--- config.mk ---
export PLATFORM = sky130hd
export DESIGN_NAME = noc_packetizer_flat
export DESIGN_NICKNAME = d
export VERILOG_FILES = /design/src/rtl/noc_packetizer_if.sv /design/src/rtl/noc_packetizer.sv /design/src/flat_wrapper.sv
export SDC_FILE = /design/constraint.sdc
export NUM_CORES = 1
export LEC_CHECK = 0
export ABC_AREA = 1
export BUFFER_PORTS_ARGS = -buffer_cell sky130_fd_sc_hd__buf_2
export CORE_MARGIN = 2
export CORE_UTILIZATION = 48
export CTS_CLUSTER_SIZE = 16
export DETAILED_ROUTE_END_ITERATION = 10
export PLACE_DENSITY = 0.67
export SLEW_MARGIN = 15
export SYNTH_ARGS = -nofsm -noshare
export SYNTH_HDL_FRONTEND = slang
export SYNTH_SLANG_ARGS = --single-unit
--- constraint.sdc ---
create_clock -name clk -period 5.7 [get_ports clk]
set_input_delay 0.285 -clock clk [delete_from_list [all_inputs] [get_ports clk]]
set_output_delay 0.285 -clock clk [all_outputs]
set_load 0.005 [all_outputs]
--- src/rtl/noc_packetizer_if.sv ---
// AXI-Stream style handshake bundle used on both sides of the packetizer.
// The source side drives tdest; the router side leaves it at zero.
interface noc_packetizer_if #(
  parameter int DATA_WIDTH = 32,
  parameter int DEST_W     = 4
);
  logic [DATA_WIDTH-1:0] tdata;
  logic [DEST_W-1:0]     tdest;
  logic                  tlast;
  logic                  tvalid;
  logic                  tready;

  modport master (output tdata, tdest, tlast, tvalid, input tready);
  modport slave  (input tdata, tdest, tlast, tvalid, output tready);
endinterface

--- src/rtl/noc_packetizer.sv ---
// Store-and-forward NoC packet builder: buffers up to MAX_PAYLOAD source beats,
// then emits a header flit {cnt, src_y, src_x, dst_y, dst_x} followed by the beats.
module noc_packetizer #(
  parameter int DATA_WIDTH    = 32,
  parameter int MAX_ROUTERS_X = 4,
  parameter int MAX_ROUTERS_Y = 4,
  parameter int ROUTER_X      = 0,
  parameter int ROUTER_Y      = 0,
  parameter int MAX_PAYLOAD   = 4
) (
  input  logic              clk,
  input  logic              rst,
  noc_packetizer_if.slave   s,
  noc_packetizer_if.master  m,
  output logic [15:0]       pkt_sent
);
  localparam int XW = $clog2(MAX_ROUTERS_X);
  localparam int YW = $clog2(MAX_ROUTERS_Y);
  localparam int DW = XW + YW;
  localparam int CW = $clog2(MAX_PAYLOAD + 1);
  localparam int AW = (MAX_PAYLOAD > 1) ? $clog2(MAX_PAYLOAD) : 1;
  localparam logic [XW-1:0] SRC_X     = XW'(ROUTER_X);
  localparam logic [YW-1:0] SRC_Y     = YW'(ROUTER_Y);
  localparam logic [CW-1:0] LAST_SLOT = CW'(MAX_PAYLOAD - 1);

  typedef enum logic [1:0] {ST_FILL, ST_HEADER, ST_DRAIN} state_t;

  state_t                r_state, w_nstate;
  logic [DATA_WIDTH-1:0] r_buf [MAX_PAYLOAD];
  logic [AW-1:0]         r_wr, r_rd;
  logic [CW-1:0]         r_cnt;
  logic [DW-1:0]         r_dest;
  logic                  r_in_msg;
  logic                  r_live;
  logic [15:0]           r_pkt_sent;

  logic                  w_s_hs, w_m_hs, w_last;
  logic                  w_s_tready, w_m_tvalid, w_m_tlast;
  logic [DATA_WIDTH-1:0] w_hdr, w_m_tdata;

  assign w_hdr  = DATA_WIDTH'({r_cnt, SRC_Y, SRC_X, r_dest});
  assign w_last = (CW'(r_rd) == r_cnt - CW'(1));
  assign w_s_hs = w_s_tready & s.tvalid;
  assign w_m_hs = w_m_tvalid & m.tready;

  assign s.tready = w_s_tready;
  assign m.tvalid = w_m_tvalid;
  assign m.tlast  = w_m_tlast;
  assign m.tdata  = w_m_tdata;
  assign m.tdest  = '0;
  assign pkt_sent = r_pkt_sent;

  // r_live holds s_tready low until the first edge after reset release
  always_comb begin
    w_nstate   = r_state;
    w_s_tready = 1'b0;
    w_m_tvalid = 1'b0;
    w_m_tlast  = 1'b0;
    w_m_tdata  = '0;
    unique case (r_state)
      ST_FILL: begin
        w_s_tready = r_live;
        if (r_live && s.tvalid && (s.tlast || r_cnt == LAST_SLOT))
          w_nstate = ST_HEADER;
      end
      ST_HEADER: begin
        w_m_tvalid = 1'b1;
        w_m_tdata  = w_hdr;
        if (m.tready) w_nstate = ST_DRAIN;
      end
      ST_DRAIN: begin
        w_m_tvalid = 1'b1;
        w_m_tdata  = r_buf[r_rd];
        w_m_tlast  = w_last;
        if (m.tready && w_last) w_nstate = ST_FILL;
      end
      default: w_nstate = ST_FILL;
    endcase
  end

  always_ff @(posedge clk or posedge rst) begin
    if (rst) begin
      r_state    <= ST_FILL;
      r_cnt      <= '0;
      r_wr       <= '0;
      r_rd       <= '0;
      r_dest     <= '0;
      r_in_msg   <= 1'b0;
      r_live     <= 1'b0;
      r_pkt_sent <= '0;
    end else begin
      r_live  <= 1'b1;
      r_state <= w_nstate;
      if (w_s_hs) begin
        r_wr  <= r_wr + AW'(1);
        r_cnt <= r_cnt + CW'(1);
        if (!r_in_msg) r_dest <= s.tdest;
        // a split message keeps in_msg set so its later packets reuse r_dest
        r_in_msg <= !s.tlast;
      end
      if (r_state == ST_HEADER && w_m_hs) r_rd <= '0;
      if (r_state == ST_DRAIN && w_m_hs) begin
        r_rd <= r_rd + AW'(1);
        if (w_last) begin
          r_cnt      <= '0;
          r_wr       <= '0;
          r_pkt_sent <= r_pkt_sent + 16'd1;
        end
      end
    end
  end

  always_ff @(posedge clk) begin
    if (w_s_hs) r_buf[r_wr] <= s.tdata;
  end
endmodule

--- src/flat_wrapper.sv ---
// flat-port wrapper written by rule: the top's interface ports become plain ports
module noc_packetizer_flat 
#(
  parameter int DATA_WIDTH    = 32,
  parameter int MAX_ROUTERS_X = 4,
  parameter int MAX_ROUTERS_Y = 4,
  parameter int ROUTER_X      = 0,
  parameter int ROUTER_Y      = 0,
  parameter int MAX_PAYLOAD   = 4
)
  (clk, rst, pkt_sent, s_tdata, s_tdest, s_tlast, s_tvalid, s_tready, m_tdata, m_tdest, m_tlast, m_tvalid, m_tready);
  noc_packetizer_if #(.DATA_WIDTH(DATA_WIDTH), .DEST_W(4)) s_i ();
  noc_packetizer_if #(.DATA_WIDTH(DATA_WIDTH), .DEST_W(4)) m_i ();
  input  logic clk;
  input  logic rst;
  output logic [15:0] pkt_sent;
  input wire logic [$bits(s_i.tdata)-1:0] s_tdata;
  input wire logic [$bits(s_i.tdest)-1:0] s_tdest;
  input wire logic [$bits(s_i.tlast)-1:0] s_tlast;
  input wire logic [$bits(s_i.tvalid)-1:0] s_tvalid;
  output wire logic [$bits(s_i.tready)-1:0] s_tready;
  output wire logic [$bits(m_i.tdata)-1:0] m_tdata;
  output wire logic [$bits(m_i.tdest)-1:0] m_tdest;
  output wire logic [$bits(m_i.tlast)-1:0] m_tlast;
  output wire logic [$bits(m_i.tvalid)-1:0] m_tvalid;
  input wire logic [$bits(m_i.tready)-1:0] m_tready;
  assign s_i.tdata = s_tdata;
  assign s_i.tdest = s_tdest;
  assign s_i.tlast = s_tlast;
  assign s_i.tvalid = s_tvalid;
  assign s_tready = s_i.tready;
  assign m_tdata = m_i.tdata;
  assign m_tdest = m_i.tdest;
  assign m_tlast = m_i.tlast;
  assign m_tvalid = m_i.tvalid;
  assign m_i.tready = m_tready;
  noc_packetizer #(.DATA_WIDTH(DATA_WIDTH), .MAX_ROUTERS_X(MAX_ROUTERS_X), .MAX_ROUTERS_Y(MAX_ROUTERS_Y), .ROUTER_X(ROUTER_X), .ROUTER_Y(ROUTER_Y), .MAX_PAYLOAD(MAX_PAYLOAD)) u_core (.clk(clk), .rst(rst), .s(s_i), .m(m_i), .pkt_sent(pkt_sent));
endmodule
==> metrics.md <==
| Metric | Value |
|---|---|
| Fill cell count | 1,162 |
| Max stage delay on crit path | 0.70 ns |
| DP Cell Count | 891 |
| Synth Area in Simple Gates | 15.2% |
| GP Congestion | 0.802 |
| DIE AREA | 15,300 um^2 |
| Mean Syn Cell Area | around 11 um^2 |
| FF/Latch Area | 4620 um^2 |
| Max Transition Viols Final | 0 |
| Adder-Cell Fraction of Synth Area | 2.37% |
| Number of DRC markers in iteration 0 | 391 |
| Die H | 124 um |
| CTS buffer count | 17 |
| RSZ-0062 raised after global routing | no |
| Worst Path Class, Setup | reg2out |
| Clock-pin slew on the worst setup and hold paths | around 0.06 ns |
| Area leader, netlist | edfxtp_1 |
| CP required | 5.41 ns |
| Max-cap violation count | 0 |
| Vias in the first global route | 4,689 |
| Multiplexer area fraction after synthesis | 0% |
| Worst slew pin tran | 1.06 ns |
| Detail Placement HPWL | 8620 um |
| Worst Skew | around 0.0099 ns |
| Slew margin rel. | 28.9% |
| Pwr Density | between 400 and 500 nW/um^2 |
| Leakage | 3.31 nW |
| DP Worst Slack | 3.24 ns |
| Max IR drop VDD | 0.280 mV |
| Fraction of the mapped netlist area in compound gates | a little under a tenth |
| Average wire per standard cell | roughly 16 um |
| Final critical-path share of the clock period | between 40 and 50% |
| Hold Crit Class | in2reg |
| Area of the multi-input gates | 1960 um^2 |
| Largest net degree at the start of global routing | 68 |
| XOR/XNOR Fraction of Synth Area | 0.892% |
| Combinational family with the most area after synthesis | simple AND/OR/NAND/NOR gates |
| WL final | 14,500 um |
| First-pass GRT wire length | 23,000 um |
| Post-synthesis sequential area ratio | between 60 and 70% |
| Row count | 43 |
| Layout Nets | ~790 |
| Crit Path Max Fanout | 66 |
| CP Capture Type | output port |
| #FFs+latches synth | 159 |
| Crit path cell chain | inv_2, o21ai_0, o22ai_1, nand2_1, o21ai_0, buf_2 |
| Post-synth ARST share | slightly below 20% |
| Synthesized area | just under 7000 um^2 |
| Slowest library cell on the worst path | inv_2 |
| Data arrival, critical path | 2.30 ns |
| Clock Root Buffer | clkbuf_16 |
| Worst hold margin | 0.0739 ns |
| Post-synth EDFFs | between 100 and 150 |
| Setup WS post-layout | 3.11 ns |
| Routed via count | 4,836 |
| Post-Synthesis Cells | between 600 and 700 |
| Primary FF master, synth | edfxtp_1 |
| Top post-synthesis cells by area | edfxtp_1 56%, dfrtp_1 11%, nor2_1 7.9% |
| Starting density of the core | roughly 49% |
| CP dominant cell by count | o21ai_0 |
| Routed Antenna Nets | 0 |
| CP bufs+invs | 2 |
| Gr usage total | roughly a fifth |
| Share of cells above drive strength 1 | 18.7% |
| Hold Fails Final Rpt | 0 |
| Post-route minimum period | ~2.6 ns |
| Startpoint Class | flip-flop |
| Status | completed |
| IO Pins | between 90 and 100 |
| Detailed Routing Iterations Pass 1 | 5 |
| GR Overflow Total | 0 |
| Yosys Warn Count | 0 |
| Crit path max-delay family | buffers and inverters |
| Setup TNS | 0 ns |
| Fin cells | 925 |
| Post_cts resized | 0 |
| TritonCTS Sinks | approximately 160 |
| Htree depth | 4 |
| Area fraction of the dominant cell type after synthesis | 55.9% |
| Max clock buf depth | 2 |
| Port Buffers | 91 |
| DR DRC count | 0 |
| Finished Core Util | 58.3% |
| Unique masters post-synth | 29 |
| Layout area overhead | 18.2% |
| Via/cell ratio | 5.23 |
| Clock latency on the worst-skew pair | 0.42 ns |
| CTS tree | done |
| Maximum clock frequency | roughly 0.39 GHz |
| # setup viols final | 0 |
| Initial antenna violation count | 0 |
| Core Footprint | ~14,000 um^2 |
| Die X | 124 um |
==> area by class of cell <==
type / instances / share of cell area, %
Multi-Input combinational cell: 413 / 24.1
Clock buffer: 17 / 5.24
Timing Repair Buffer: 96 / 6.10
Tap cell: 180 / 2.77
Inverter: 44 / 2.05
Antenna cell: 1 / 0.0308
Sequential cell: 159 / 56.9
Clock inverter: 15 / 2.82
==> layer usage <==
layer,up-vias,global-route usage (%),wire (um)
li1,2344,-,-
met1,2336,26.4,6400
met2,138,32.2,7100
met3,18,6.04,814
met4,0,6.32,189
met5,-,0,0
==> sequential cells by signal, indices dropped and copies added, names as in the netlist <==
signal and cells:
u_core.r_wr 2, u_core.r_in_msg 1, u_core.r_live 1, u_core.r_state 2
u_core.r_buf 128, u_core.pkt_sent 16, u_core.r_cnt 3, u_core.r_dest 4
u_core.r_rd 2
==> worst paths after layout <==
check                             startpoint                  end  slack (ns)  depth (start not counted)
max                           u_core.r_rd[0]           m_tdata[9]        3.11                          6
min                              s_tdata[23]  u_core.r_buf[3][23]        0.07                          1
max reg2reg                u_core.r_state[0]  u_core.r_buf[1][12]        3.31                          6
min reg2reg                  u_core.r_in_msg      u_core.r_in_msg        0.49                          2
max in group asynchronous                rst       u_core.r_rd[0]        4.86                          4
min in group asynchronous                rst      u_core.r_cnt[2]        0.51                          4
==> synthesized netlist by cell type, types with 6 or more instances <==
library cell,instances
o21ai_1,6
nor2_1,144
ha_1,13
nand2_1,95
a21oi_1,30
clkbuf_1,12
buf_2,11
inv_1,42
o21ai_0,80
dfrtp_1,31
edfxtp_1,128
xor2_1,6
nand3_1,14
o22ai_1,7
==> repair_timing <==
item / 4_1_cts / 5_1_grt
setup buffers: 0 / 0
endpoints found under the hold margin: 31 / 0
hold buffers: 1 / 0
==> power by group <==
part | switching [W] | internal (W) | total [W]
Sequential | 0.0000889 | 0.00141 | 0.00150
Clock | 0.000469 | 0.000786 | 0.00126
Combinational | 0.000705 | 0.000345 | 0.00105
==> cells by family (layout without fill, tap and decap cells) <==
| group | Yosys count | count (layout) |
|---|---|---|
| buf+inv | 76 | 172 |
| flops | 159 | 159 |
| xor+xnor | 7 | 7 |
| simple gates | 263 | 263 |
| other cells | 2 | 6 |
| fa+ha+maj | 13 | 13 |
| compound gates | 125 | 125 |
==> cell usage in the layout, fill, tap and decap left out, types with 2 or more instances in the layout <==
cell / count
inv_6: 4
inv_8: 2
o21ai_1: 6
clkinv_2: 3
o21ai_0: 80
o22ai_1: 7
nand3_1: 14
nor2_4: 5
buf_2: 91
inv_1: 42
nand2_1: 95
dfrtp_1: 30
nand2_2: 2
bufinv_16: 5
a21oi_1: 30
nand4_1: 4
clkbuf_16: 17
xor2_1: 6
conb_1: 5
edfxtp_1: 128
ha_1: 13
buf_4: 4
nor2_1: 140
==> per-stage QoR <==
step	total power [W]	cell area [um^2]
finish	0.00380	8120
CTS	0.00383	8120
global placement	0.00253	7450
detailed placement	0.00257	7450
floorplan	0.00223	6880
global route	0.00405	8120
(Power assumes the default switching activity.)
